### config.mk
export PLATFORM = sky130hd
export DESIGN_NAME = systolic_operand_feeder
export DESIGN_NICKNAME = d
export VERILOG_FILES = /design/src/rtl/systolic_pkg.sv /design/src/rtl/systolic_skew_mux.sv /design/src/rtl/systolic_operand_feeder.sv
export SDC_FILE = /design/constraint.sdc
export NUM_CORES = 1
export LEC_CHECK = 0
export CAP_MARGIN = 30
export CORE_MARGIN = 8
export CORE_UTILIZATION = 60
export DETAILED_ROUTE_END_ITERATION = 6
export PLACE_DENSITY = 0.91
export SYNTH_ARGS = -nofsm -noshare
export SYNTH_HDL_FRONTEND = slang
export SYNTH_SLANG_ARGS = --single-unit
### constraint.sdc
create_clock -name clk -period 29.4 [get_ports clk]
set_input_delay 8.82 -clock clk [delete_from_list [all_inputs] [get_ports clk]]
set_output_delay 8.82 -clock clk [all_outputs]
set_load 0.02 [all_outputs]
### src/rtl/systolic_pkg.sv
`default_nettype none
// +----------------------------------------------------------------------+
// | systolic_pkg: shared constants, FSM encoding and helpers for the     |
// | systolic operand feeder.                          Revision: 1.0      |
// +----------------------------------------------------------------------+
package systolic_pkg;

    localparam int N_DEF  = 2;
    localparam int DW_DEF = 32;

    typedef enum logic [2:0] {
        S_IDLE  = 3'd0,
        S_CLEAR = 3'd1,
        S_FEED  = 3'd2,
        S_DRAIN = 3'd3,
        S_DONE  = 3'd4
    } state_t;

    function automatic int feed_len(input int n);
        return 2 * n - 1;
    endfunction

endpackage
`default_nettype wire

### src/rtl/systolic_skew_mux.sv
`default_nettype none
// +----------------------------------------------------------------------+
// | systolic_skew_mux: picks the diagonally skewed operand for one edge  |
// | lane at feed step t, or zero outside its window.  Revision: 1.0      |
// +----------------------------------------------------------------------+
module systolic_skew_mux
    import systolic_pkg::*;
#(
    parameter int N    = N_DEF,
    parameter int DW   = DW_DEF,
    parameter int TW   = 3,
    parameter int IDX  = 0,
    parameter int IS_B = 0
) (
    input  logic [TW-1:0]     t,
    input  logic [N*N*DW-1:0] mat,
    output logic [DW-1:0]     q
);

    logic [DW-1:0] w_tap [N];

    // Tap k is the operand lane IDX consumes at step IDX+k: A[IDX][k] or B[k][IDX].
    generate
        for (genvar k = 0; k < N; k++) begin : g_tap
            localparam int EL = (IS_B != 0) ? (k * N + IDX) : (IDX * N + k);
            assign w_tap[k] = (t == TW'(IDX + k)) ? mat[EL*DW +: DW] : '0;
        end
    endgenerate

    always_comb begin
        q = '0;
        for (int k = 0; k < N; k++) begin
            q = q | w_tap[k];
        end
    end

endmodule
`default_nettype wire

### src/rtl/systolic_operand_feeder.sv
`default_nettype none
// +----------------------------------------------------------------------+
// | systolic_operand_feeder: buffers A and B, then streams skewed rows   |
// | and columns into the systolic array.              Revision: 1.0      |
// +----------------------------------------------------------------------+
module systolic_operand_feeder
    import systolic_pkg::*;
#(
    parameter int N     = N_DEF,
    parameter int DW    = DW_DEF,
    parameter int DRAIN = 4,
    parameter int IW    = $clog2(N)
) (
    input  logic            clk,
    input  logic            rst,
    input  logic            wr_en,
    input  logic            wr_sel,
    input  logic [IW-1:0]   wr_row,
    input  logic [IW-1:0]   wr_col,
    input  logic [DW-1:0]   wr_data,
    output logic            wr_err,
    input  logic            start,
    output logic            busy,
    output logic            done,
    output logic            acc_clear,
    output logic            feed_valid,
    output logic [N*DW-1:0] a_edge,
    output logic [N*DW-1:0] b_edge
);

    localparam int FEED_LEN = feed_len(N);
    localparam int CNT_MAX  = (FEED_LEN > DRAIN) ? FEED_LEN : DRAIN;
    localparam int CW       = $clog2(CNT_MAX + 1);

    state_t            state_q, state_d;
    logic [CW-1:0]     cnt_q, cnt_d;
    logic [N*N*DW-1:0] a_q, a_d, b_q, b_d;
    logic              busy_q, busy_d, done_q, done_d, acc_clear_q, acc_clear_d;
    logic              feed_valid_q, feed_valid_d, wr_err_q, wr_err_d;
    logic [N*DW-1:0]   a_edge_q, a_edge_d, b_edge_q, b_edge_d;

    logic                  w_wr_ok;
    logic [N-1:0][DW-1:0]  w_a_tap, w_b_tap;

    assign w_wr_ok = wr_en && (state_q == S_IDLE)
                     && (32'(wr_row) < N) && (32'(wr_col) < N);

    generate
        for (genvar e = 0; e < N * N; e++) begin : g_elem
            logic w_hit;
            assign w_hit = w_wr_ok && (32'(wr_row) == e / N) && (32'(wr_col) == e % N);
            assign a_d[e*DW +: DW] = (w_hit && !wr_sel) ? wr_data : a_q[e*DW +: DW];
            assign b_d[e*DW +: DW] = (w_hit &&  wr_sel) ? wr_data : b_q[e*DW +: DW];
        end

        // Edges are registered, so the muxes look at the step about to be entered.
        for (genvar i = 0; i < N; i++) begin : g_lane
            systolic_skew_mux #(.N(N), .DW(DW), .TW(CW), .IDX(i), .IS_B(0)) u_a_mux (
                .t   (cnt_d),
                .mat (a_q),
                .q   (w_a_tap[i])
            );
            systolic_skew_mux #(.N(N), .DW(DW), .TW(CW), .IDX(i), .IS_B(1)) u_b_mux (
                .t   (cnt_d),
                .mat (b_q),
                .q   (w_b_tap[i])
            );
        end
    endgenerate

    always_comb begin
        state_d = state_q;
        cnt_d   = cnt_q;
        case (state_q)
            S_IDLE: begin
                if (start) state_d = S_CLEAR;
            end
            S_CLEAR: begin
                state_d = S_FEED;
                cnt_d   = '0;
            end
            S_FEED: begin
                if (cnt_q == CW'(FEED_LEN - 1)) begin
                    state_d = S_DRAIN;
                    cnt_d   = '0;
                end else begin
                    cnt_d = cnt_q + 1'b1;
                end
            end
            S_DRAIN: begin
                if (cnt_q == CW'(DRAIN - 1)) state_d = S_DONE;
                else                         cnt_d   = cnt_q + 1'b1;
            end
            S_DONE: begin
                state_d = S_IDLE;
            end
            default: begin
                state_d = S_IDLE;
                cnt_d   = '0;
            end
        endcase

        busy_d       = (state_d != S_IDLE);
        done_d       = (state_d == S_DONE);
        acc_clear_d  = (state_d == S_CLEAR);
        feed_valid_d = (state_d == S_FEED);
        wr_err_d     = wr_en && !w_wr_ok;
        a_edge_d     = (state_d == S_FEED) ? w_a_tap : '0;
        b_edge_d     = (state_d == S_FEED) ? w_b_tap : '0;
    end

    always_ff @(posedge clk or posedge rst) begin
        if (rst) begin
            state_q      <= S_IDLE;
            cnt_q        <= '0;
            a_q          <= '0;
            b_q          <= '0;
            busy_q       <= 1'b0;
            done_q       <= 1'b0;
            acc_clear_q  <= 1'b0;
            feed_valid_q <= 1'b0;
            wr_err_q     <= 1'b0;
            a_edge_q     <= '0;
            b_edge_q     <= '0;
        end else begin
            state_q      <= state_d;
            cnt_q        <= cnt_d;
            a_q          <= a_d;
            b_q          <= b_d;
            busy_q       <= busy_d;
            done_q       <= done_d;
            acc_clear_q  <= acc_clear_d;
            feed_valid_q <= feed_valid_d;
            wr_err_q     <= wr_err_d;
            a_edge_q     <= a_edge_d;
            b_edge_q     <= b_edge_d;
        end
    end

    assign busy       = busy_q;
    assign done       = done_q;
    assign acc_clear  = acc_clear_q;
    assign feed_valid = feed_valid_q;
    assign wr_err     = wr_err_q;
    assign a_edge     = a_edge_q;
    assign b_edge     = b_edge_q;

endmodule
`default_nettype wire
==> results.toml <==
[routing]
drtIter0Drc = 727
firstDrtPassIters = 5
antenna_left = 0
drc = 0
wl_per_cell_um = 21.78
vias = 8942
routed_wl_um = 33890
viasPerCell = 5.747

[synth]
synth_seq_cells = 395
synth.most_common_cell = "dfrtp_1"
synth.distinct_cells = 39
synth_top_flop_cell = "dfrtp_1"
syn_inst = 1032
netlist.area_leader.share_pct = 66.05
yosysSeqAreaShare_pct = 66.05
yosys-top-cells-area = "dfrtp_1 (66%), mux2_2 (15%), mux2_1 (4.2%)"
synth_fp_nets = 1075
syn_area_per_cell_um2 = 14.50
synthArstFlopShare_pct = 100.0
synth_warnings = 0
yosys.area.top_type = "dfrtp_1"
netlist_top_cells_count = "dfrtp_1 (395), mux2_2 (200), nand2_1 (134), a21oi_1 (65), a22o_1 (64)"
synth_edf_count = 0
syn_area_um2 = 14960

[timing]
rsz0062_at_grt = "no"
fin_crit_sh_pct = 36.63
hold_viol = 0
fmax_mhz = 92.86
slew_violations = 0
finalCriticalPeriod_ns = 10.77
finalSetupViolations = 0
worst_pin_slew_ns = 1.072
tns_ns = 0
clock_skew_ns = 0.01843
relSlewSlack_pct = 28.51

[clock_network]
cts_num_sinks = 395
ctsHoldBuffers = 0
cts.clk_slew.worst_paths_ns = 0.06
clk_latency_ns = 0.52
clockBufferDepth = 3
post_cts_buffers = 0
cts_buffers = 39
tritoncts = "done"
cts_root_buffer = "clkbuf_16"
ctsResizeCount = 0
ctsHtreeMaxLevel = 2

[power]
netSwitchingFraction_pct = 33.77
powerDensity_nw_per_um2 = 106.9
clkPwrFrac_pct = 24.2
p_comb_share_pct = 31.6
switching_power_uw = 656.2
seqPwrFrac_pct = 44.2
power.internal_uw = 1287
power_leakage_uw = 0.008579
ir_drop_v = 0.00007536

[worst_setup_path]
required_ns = 29.79
start_kind = "input port"
crit_type = "in -> reg"
rr_startpoint = "cnt_q[0]"
cp-end-kind = "flop"
reg2reg_to = "a_edge[49]"
worst-r2r-cell-count = 9
path_max_fanout = 21
reg2reg_slack_ns = 26.09
crit_arrival_ns = 11.16

[global_routing]
grt_pass1_wl_um = 54540
grtUsageTotal_pct = 22.57
antenna_found_initial = 1
grt_pass1_vias = 9815
grt_max_degree = 199
grt_remaining_overflow = 0

[floorplanning]
num_rows = 58
die_x_um = 173.9
fp.coreArea_um2 = 24820
io_pins = 172
dieArea_um2 = 30250
start_util_pct = 60.29
die_y_um = 173.9

[finish]
insertedDiodeCount = 0
drive_gt1_share_pct = 23.90
fin_cells = 1556
num-fill-cells = 1489
multiInputGateArea_um2 = 4708
seq_area_um2 = 9884
syn_to_final_growth_pct = 21.52
final_nets = 1241

[worst_hold_path]
hold-path-endpoint = "a_q[11]"
hold_depth = 1
hold_path_startpoint = "a_q[11]"
worstHoldPathType = "reg -> reg"

[placed_design]
io_buffers = 171
placedCellCount = 1486
gp_congestion = 0.7477
dp_hpwl_um = 20400

[flow_run]
maxCapViolCount = 0

[outcome]
status = "complete, no violations"
==> per-layer routing <==
layer / routed length, um / global-route usage [%]
met5: 9 / 0
met4: 756 / 6.270
met3: 2238 / 5.424
met2: 16890 / 37.39
met1: 14000 / 29.50
==> stage by stage <==
step	total power [uW]	hold slack [ns]	util, %	worst slack, ns	instance area, um2
after CTS	1954	0.4876	73.16	18.70	18160
final	1943	0.4846	73.27	18.63	18180
after global placement	1436	0.4675	67.94	18.16	16860
after detailed placement	1476	0.4726	68.27	18.17	16940
after floorplan	1240	0.4580	-	9.597	14960
after global routing	2041	0.4915	73.27	18.55	18180
==> state kept, by name, indices dropped and copies added (netlist names) <==
name and count:
a_q 128, b_q 128, a_edge 64, b_edge 64
cnt_q 3, state_q 3, acc_clear 1, busy 1
done 1, feed_valid 1, wr_err 1
==> how the worst max path moves through the flow <==
stage           start         to  slack, ns  depth (start not counted)
3_3_place_gp   wr_sel    b_q[97]      18.16                          3
5_1_grt         wr_en   a_q[126]      18.55                          5
2_1_floorplan     rst  a_edge[0]       9.60                          1
4_1_cts         wr_en   a_q[126]      18.70                          5
3_5_place_dp    wr_en   a_q[126]      18.17                          5
6_report        wr_en   a_q[126]      18.63                          5
==> power groups by stage <==
stage / Combinational [uW] / Clock (uW) / Sequential [uW]
2_1_floorplan: 342 / 0 / 899
3_3_place_gp: 587 / 0 / 850
3_5_place_dp: 614 / 0 / 862
4_1_cts: 619 / 477 / 858
5_1_grt: 660 / 500 / 881
6_report: 614 / 470 / 859
==> critical path, stage by stage <==
cell and delay (ns):
clkdlybuf4s50_1 0.54, and3_1 0.27, nand3b_1 0.64, buf_4 0.52
mux2_1 0.36
==> layout make-up <==
type,instances,area share [%]
Sequential cell,395,54.36
Clock inverter,9,0.2683
Clock buffer,60,6.406
Multi-Input combinational cell,567,25.89
Inverter,7,0.1858
Timing Repair Buffer,188,10.62
Tap cell,330,2.271
==> layout by cell type (no fill, tap or decap), drive strengths merged, types with 2 or more instances in the layout <==
cell	n
a21oi	65
a22o	64
and2b	2
and3	2
buf	17
clkbuf	60
clkdlybuf4s50	171
clkinv	8
dfrtp	395
ha	4
inv	8
mux2	256
nand2	134
nand2b	3
nand3	2
nand3b	3
nor2	8
nor3	6
nor3b	3
nor4	2
o21ai	3
==> cell families (layout without fill, tap and decap cells) <==
kind of cell | Yosys count | after routing | synth area share [%]
multiplexers | 257 | 257 | 19.33
flip-flops | 395 | 395 | 66.05
AND/OR/NAND/NOR | 169 | 169 | 5.100
AO/OA/AOI/OAI | 136 | 136 | 6.371
adder cells (fa/ha/maj) | 4 | 4 | 0.3345
buffers and inverters | 70 | 264 | 2.751
XOR/XNOR | 1 | 1 | 0.05854
No activity file was read; power rests on OpenSTA's default activity.
